==> src/rtl/spi_pkg.sv <==
// +------------------------------------------------------------------+
// | spi_pkg : shared SPI definitions (mode, defaults, slave states)  |
// | Revision: 1.0                                                    |
// +------------------------------------------------------------------+
`default_nettype none

package spi_pkg;

  typedef enum logic {
    IDLE   = 1'b0,
    ACTIVE = 1'b1
  } spi_state_t;

  localparam logic CPOL      = 1'b0;
  localparam logic CPHA      = 1'b0;
  localparam logic MSB_FIRST = 1'b1;

  // Frame geometry shared with the SPI master
  localparam int F_SIZE_DEF = 8;
  localparam int F_NUM_DEF  = 4;

endpackage

`default_nettype wire

==> src/rtl/spi_edge_sync.sv <==
// +------------------------------------------------------------------+
// | spi_edge_sync : 2-flop synchronizer + history flop, edge detect  |
// | Revision: 1.0                                                    |
// +------------------------------------------------------------------+
`default_nettype none

module spi_edge_sync (
  input  logic clk,
  input  logic rst_n,
  input  logic din,
  output logic rise,
  output logic fall
);

  logic [2:0] sync_q;

  always_ff @(posedge clk) begin
    if (!rst_n) begin
      sync_q <= 3'b000;
    end else begin
      sync_q <= {sync_q[1:0], din};
    end
  end

  // Stage 2 is the synchronized level, stage 3 its one-cycle history
  assign rise = sync_q[1] & ~sync_q[2];
  assign fall = ~sync_q[1] & sync_q[2];

endmodule

`default_nettype wire

==> src/rtl/spi_slave.sv <==
// +------------------------------------------------------------------+
// | spi_slave : mode-0 SPI responder, oversampled in the clk domain  |
// | Revision: 1.0                                                    |
// +------------------------------------------------------------------+
`default_nettype none

module spi_slave
  import spi_pkg::*;
#(
  parameter int F_SIZE  = F_SIZE_DEF,
  parameter int F_NUM   = F_NUM_DEF,
  parameter int FC_SIZE = $clog2(F_NUM) + 1
) (
  input  logic               clk,
  input  logic               rst_n,
  input  logic               sclk_i,
  input  logic               cs_i,
  input  logic               mosi_i,
  output logic               miso_o,
  input  logic [F_SIZE-1:0]  tx_data_i,
  output logic               tx_load_o,
  output logic [F_SIZE-1:0]  rx_data_o,
  output logic               rx_valid_o,
  output logic [FC_SIZE-1:0] f_cnt_o,
  output logic               busy_o,
  output logic               frame_err_o
);

  localparam int BC_W = (F_SIZE > 2) ? $clog2(F_SIZE) : 1;

  logic sclk_rise, sclk_fall, cs_rise, cs_fall;
  logic [1:0] mosi_q;
  logic mosi_s;

  spi_edge_sync u_sync_sclk (
    .clk   (clk),
    .rst_n (rst_n),
    .din   (sclk_i),
    .rise  (sclk_rise),
    .fall  (sclk_fall)
  );

  spi_edge_sync u_sync_cs (
    .clk   (clk),
    .rst_n (rst_n),
    .din   (cs_i),
    .rise  (cs_rise),
    .fall  (cs_fall)
  );

  // MOSI gets the same two-stage delay so it lines up with the sclk edge flags
  always_ff @(posedge clk) begin
    if (!rst_n) begin
      mosi_q <= 2'b00;
    end else begin
      mosi_q <= {mosi_q[0], mosi_i};
    end
  end
  assign mosi_s = mosi_q[1];

  spi_state_t        state, state_nxt;
  logic [BC_W-1:0]   bit_cnt, bit_cnt_nxt;
  logic [FC_SIZE-1:0] f_cnt, f_cnt_nxt;
  logic [F_SIZE-1:0] shift_tx, shift_tx_nxt;
  logic [F_SIZE-1:0] shift_rx, shift_rx_nxt;
  logic [F_SIZE-1:0] rx_data, rx_data_nxt;
  logic              miso, miso_nxt;
  logic              tx_load, tx_load_nxt;
  logic              rx_valid, rx_valid_nxt;
  logic              frame_err, frame_err_nxt;
  logic              started, started_nxt;

  always_ff @(posedge clk) begin
    if (!rst_n) begin
      state     <= IDLE;
      bit_cnt   <= '0;
      f_cnt     <= '0;
      shift_tx  <= '0;
      shift_rx  <= '0;
      rx_data   <= '0;
      miso      <= 1'b0;
      tx_load   <= 1'b0;
      rx_valid  <= 1'b0;
      frame_err <= 1'b0;
      started   <= 1'b0;
    end else begin
      state     <= state_nxt;
      bit_cnt   <= bit_cnt_nxt;
      f_cnt     <= f_cnt_nxt;
      shift_tx  <= shift_tx_nxt;
      shift_rx  <= shift_rx_nxt;
      rx_data   <= rx_data_nxt;
      miso      <= miso_nxt;
      tx_load   <= tx_load_nxt;
      rx_valid  <= rx_valid_nxt;
      frame_err <= frame_err_nxt;
      started   <= started_nxt;
    end
  end

  always_comb begin
    state_nxt     = state;
    bit_cnt_nxt   = bit_cnt;
    f_cnt_nxt     = f_cnt;
    shift_tx_nxt  = shift_tx;
    shift_rx_nxt  = shift_rx;
    rx_data_nxt   = rx_data;
    miso_nxt      = miso;
    tx_load_nxt   = 1'b0;
    rx_valid_nxt  = 1'b0;
    frame_err_nxt = 1'b0;
    started_nxt   = started;

    case (state)
      IDLE: begin
        miso_nxt = 1'b0;
        if (cs_fall) begin
          state_nxt    = ACTIVE;
          bit_cnt_nxt  = '0;
          f_cnt_nxt    = '0;
          shift_tx_nxt = tx_data_i;
          miso_nxt     = tx_data_i[F_SIZE-1];
          tx_load_nxt  = 1'b1;
          started_nxt  = 1'b0;
        end
      end
      ACTIVE: begin
        // CS release takes priority over any sclk edge seen in the same cycle
        if (cs_rise) begin
          state_nxt     = IDLE;
          miso_nxt      = 1'b0;
          frame_err_nxt = (bit_cnt != '0);
        end else if (sclk_rise) begin
          started_nxt  = 1'b1;
          shift_rx_nxt = {shift_rx[F_SIZE-2:0], mosi_s};
          if (bit_cnt == BC_W'(F_SIZE - 1)) begin
            rx_data_nxt  = {shift_rx[F_SIZE-2:0], mosi_s};
            rx_valid_nxt = 1'b1;
            bit_cnt_nxt  = '0;
            f_cnt_nxt    = (f_cnt == FC_SIZE'(F_NUM - 1)) ? '0 : f_cnt + 1'b1;
          end else begin
            bit_cnt_nxt = bit_cnt + 1'b1;
          end
        end else if (sclk_fall && started) begin
          if (bit_cnt != '0) begin
            shift_tx_nxt = {shift_tx[F_SIZE-2:0], 1'b0};
            miso_nxt     = shift_tx[F_SIZE-2];
          end else begin
            shift_tx_nxt = tx_data_i;
            miso_nxt     = tx_data_i[F_SIZE-1];
            tx_load_nxt  = 1'b1;
          end
        end
      end
      default: state_nxt = IDLE;
    endcase
  end

  assign miso_o      = miso;
  assign tx_load_o   = tx_load;
  assign rx_data_o   = rx_data;
  assign rx_valid_o  = rx_valid;
  assign f_cnt_o     = f_cnt;
  assign busy_o      = (state == ACTIVE);
  assign frame_err_o = frame_err;

endmodule

`default_nettype wire

==> config.mk <==
export PLATFORM = sky130hd
export DESIGN_NAME = spi_slave
export DESIGN_NICKNAME = d
export VERILOG_FILES = /design/src/rtl/spi_pkg.sv /design/src/rtl/spi_edge_sync.sv /design/src/rtl/spi_slave.sv
export SDC_FILE = /design/constraint.sdc
export NUM_CORES = 1
export LEC_CHECK = 0
export ABC_AREA = 1
export ABC_CLOCK_PERIOD_IN_PS = 1500
export CAP_MARGIN = 5
export CORE_MARGIN = 10
export CORE_UTILIZATION = 51
export CTS_BUF_LIST = sky130_fd_sc_hd__clkbuf_8 sky130_fd_sc_hd__clkbuf_16
export CTS_CLUSTER_SIZE = 10
export DETAILED_ROUTE_END_ITERATION = 10
export PLACE_DENSITY = 0.77
export SYNTH_ARGS = -nofsm -noshare
export SYNTH_HDL_FRONTEND = slang
export SYNTH_SLANG_ARGS = --single-unit
export TNS_END_PERCENT = 10
==> constraint.sdc <==
create_clock -name clk -period 1.5 [get_ports clk]
set_input_delay 0.375 -clock clk [delete_from_list [all_inputs] [get_ports clk]]
set_output_delay 0.375 -clock clk [all_outputs]
set_load 0.05 [all_outputs]
==> results.md <==
* Status: finished, final reports clean
* Post-CTS Setup Repair Bufs at 0
* Final ANT Viol Nets at 0
* Final-report hold violation count at 0
* Design area at around 2300 sq um
* GR Util met2 at 0.222
* Maximum VDD drop at around 0.00092 V
* CTS H-tree depth at 2
* Clk_lat worst skew at around 0.30 ns
* YS warnings at 0
* Combinational share of power at 0.073
* Max-cap violation count at 0
* Syn Area/Cell at 7.46 sq um
* Setup Skew at 0.00792 ns
* Fin. max-slew vios at 0
* CP required at approximately 1.1 ns
* Die span in y at around 78 microns
* Most common cell after layout, fill and taps aside: nand2_1
* Total Nets Final at ~280
* Internal at between 1.5 and 2 mW
* Post-route clock period utilization at 0.927
* Minimum clock period at 1.39 ns
* Reg power frac at 0.525
* Gr ovfl total at 0
* Setup violators final at 0
* Dpl hpwl at 2.59 mm
* CP Data Arrival Time at ~1.0 ns
* Initial antenna violation count at 0
* Area growth syn-to-layout at 36.4%
* Number of global-route vias before repair at 1,467
* Routed WL at approximately 3.5 mm
* Pwr/cell area at a little over 900 nW/um^2
* Crit path kind: reg -> out
* Worst-path clk slew at about 0.080 ns
* CTS Buf Count at 5
* Placed cell areas at ~2200 sq um
* Largest net degree at the start of global routing at 17
* Count of cell types in the netlist at 23
* Total Routing Usage GR at 0.126
* Post-Syn Nets at 248
* First-pass GRT wire length at between 6 and 7 mm
* Full die area at a little over 6000 sq um
* Worst r2r src: bit_cnt[0]
* Most frequent cells in the layout: nand2_1 (57), nor2_1 (43), dfxtp_1 (41)
* Worst-Margin Slew at roughly 0.27 ns
* Synth Instances at 231
* Width of the die at between 70 and 80 microns
* CTS tree: yes
* CTS Buffer Depth at 2
* Setup crit start kind: register
* Top Usage Layer GRT: met2
* R2R setup slack at around 0.18 ns
* Number of synthesized register bits at between 40 and 50
* Worst flop-to-flop path endpoint: f_cnt_o[2]
* Slew headroom at 0.822
* RePlAce Congestion at slightly above 0.8
* Leakage power at roughly 1.1 nW
* Switch share at 0.223
* Io pins at 29
* Site Rows at 21
* Clock power share at 0.402
* Post-synthesis sequential area ratio at 0.488
* Sink Count at 42
* Via density at between 4 and 5
* Via count at between 1,000 and 1,500
* Tightest Hold Check Type: reg -> reg
* Port-buffer cells at 28
* Layout cells sized above 1 at 0.172
* Crit path launch: busy_o
* Detailed Route Iter0 Violations at 94
* Layout Cells excl Fill at between 300 and 400
* Mapped Area at 1720 sq um
* Drt first pass iters at 4
* Met1 Use GR at 0.129
* Max Fanout on Critical Path at 7
* Area of the core at about 3300 sq um
* # fillers at 267
* GR Util met3 at 0.0478
* Routed len/inst at ~11 microns
* R2R depth at 7
* Setup crit end: busy_o
* N_diodes at 0
* Drt drc at 0
* Initial Util at 0.520
* Placed cell count at between 300 and 400
* Root Buffer Master: clkbuf_8
* NetSw at 490 uW
* CP endpoint kind: output pin
* F_max at about 0.72 GHz
* Unrepaired setup endpoints after global routing: no
* Setup TNS at 0 ns
critical path: stages (launching register included):
cell and delay (ns):
dfxtp_2 0.42, buf_4 0.16, buf_12 0.13
registers in the layout, summed over array words and instances, names as in the netlist:
| register | flops |
|---|---|
| rx_data_o | 8 |
| shift_rx | 7 |
| shift_tx | 7 |
| bit_cnt | 3 |
| f_cnt_o | 3 |
| u_sync_cs.sync_q | 3 |
| u_sync_sclk.sync_q | 3 |
| mosi_q | 2 |
| busy_o | 1 |
| frame_err_o | 1 |
| miso_o | 1 |
| rx_valid_o | 1 |
| started | 1 |
| tx_load_o | 1 |
synthesized netlist by cell type:
master / n / share of area
nand2_1: 58 / 0.13
nor2_1: 43 / 0.094
dfxtp_1: 42 / 0.49
inv_1: 23 / 0.050
o21ai_0: 16 / 0.046
nand3_1: 11 / 0.032
a21oi_1: 8 / 0.023
inv_2: 5 / 0.011
ha_1: 4 / 0.029
buf_2: 3 / 0.0087
nand2_2: 3 / 0.011
nand2_4: 2 / 0.013
nor2_8: 2 / 0.023
o21bai_1: 2 / 0.0087
a211oi_1: 1 / 0.0044
buf_1: 1 / 0.0022
buf_4: 1 / 0.0044
buf_6: 1 / 0.0065
clkbuf_1: 1 / 0.0022
nand3_2: 1 / 0.0058
nor3_1: 1 / 0.0029
o211ai_1: 1 / 0.0044
o21ai_1: 1 / 0.0029
kinds of logic (layout without fill, tap and decap cells):
logic type	after synthesis	count (layout)	synth area share
AO/OA/AOI/OAI	29	29	0.0901
buffers and inverters	35	71	0.0850
AND/OR/NAND/NOR	121	121	0.308
flip-flops	42	42	0.488
adder cells (fa/ha/maj)	4	4	0.0290
worst min path at each step:
stage / startpoint / end / slack (ns) / cells past startpoint
CTS: u_sync_cs.sync_q[0] / u_sync_cs.sync_q[1] / 0.42 / 2
global placement: u_sync_cs.sync_q[0] / u_sync_cs.sync_q[1] / 0.39 / 2
finish: u_sync_cs.sync_q[0] / u_sync_cs.sync_q[1] / 0.42 / 2
floorplan: mosi_q[0] / mosi_q[1] / 0.39 / 2
detailed placement: u_sync_sclk.sync_q[0] / u_sync_sclk.sync_q[1] / 0.40 / 2
global route: u_sync_cs.sync_q[0] / u_sync_cs.sync_q[1] / 0.45 / 2
routing by layer:
metal  vias to the layer above  share of wire
li1                        790              -
met1                       659           0.45
met2                        26           0.49
met3                         6          0.046
met4                         0          0.019
met5                         -              0
cell type report:
type	instances	area [sq um]	area share
well taps	46	57.6	0.0245
inverters	28	105	0.0447
clock inverters	3	45.0	0.0192
flip-flops and latches	42	842	0.358
clock buffers	5	68.8	0.0293
repair buffers	35	493	0.210
multi-input cells	154	738	0.314
per-stage QoR:
step           hold WS [ns]  utilization  worst slack [ns]  power, mW
4_1_cts               0.421        0.709           0.00806       2.21
6_report              0.417        0.710             0.109       2.20
2_1_floorplan         0.390            -            0.0275       1.27
3_3_place_gp          0.393        0.674             0.109       1.34
3_5_place_dp          0.397        0.674            0.0841       1.34
5_1_grt               0.452        0.710           0.00629       2.29
repair_timing:
item / 4_1_cts / 5_1_grt
hold buffers: 0 / 0
resized for setup: 0 / 2
setup endpoints to repair: 0 / 5
endpoints found under the hold margin: 0 / 0
power by group through the flow:
| stage | Combinational [mW] | Sequential, mW | Clock (mW) |
|---|---|---|---|
| 2_1_floorplan | 0.0841 | 1.19 | 0 |
| 3_3_place_gp | 0.156 | 1.18 | 0 |
| 3_5_place_dp | 0.158 | 1.18 | 0 |
| 4_1_cts | 0.161 | 1.15 | 0.897 |
| 5_1_grt | 0.179 | 1.16 | 0.956 |
| 6_report | 0.159 | 1.15 | 0.885 |
No activity file was read; power rests on OpenSTA's default activity.
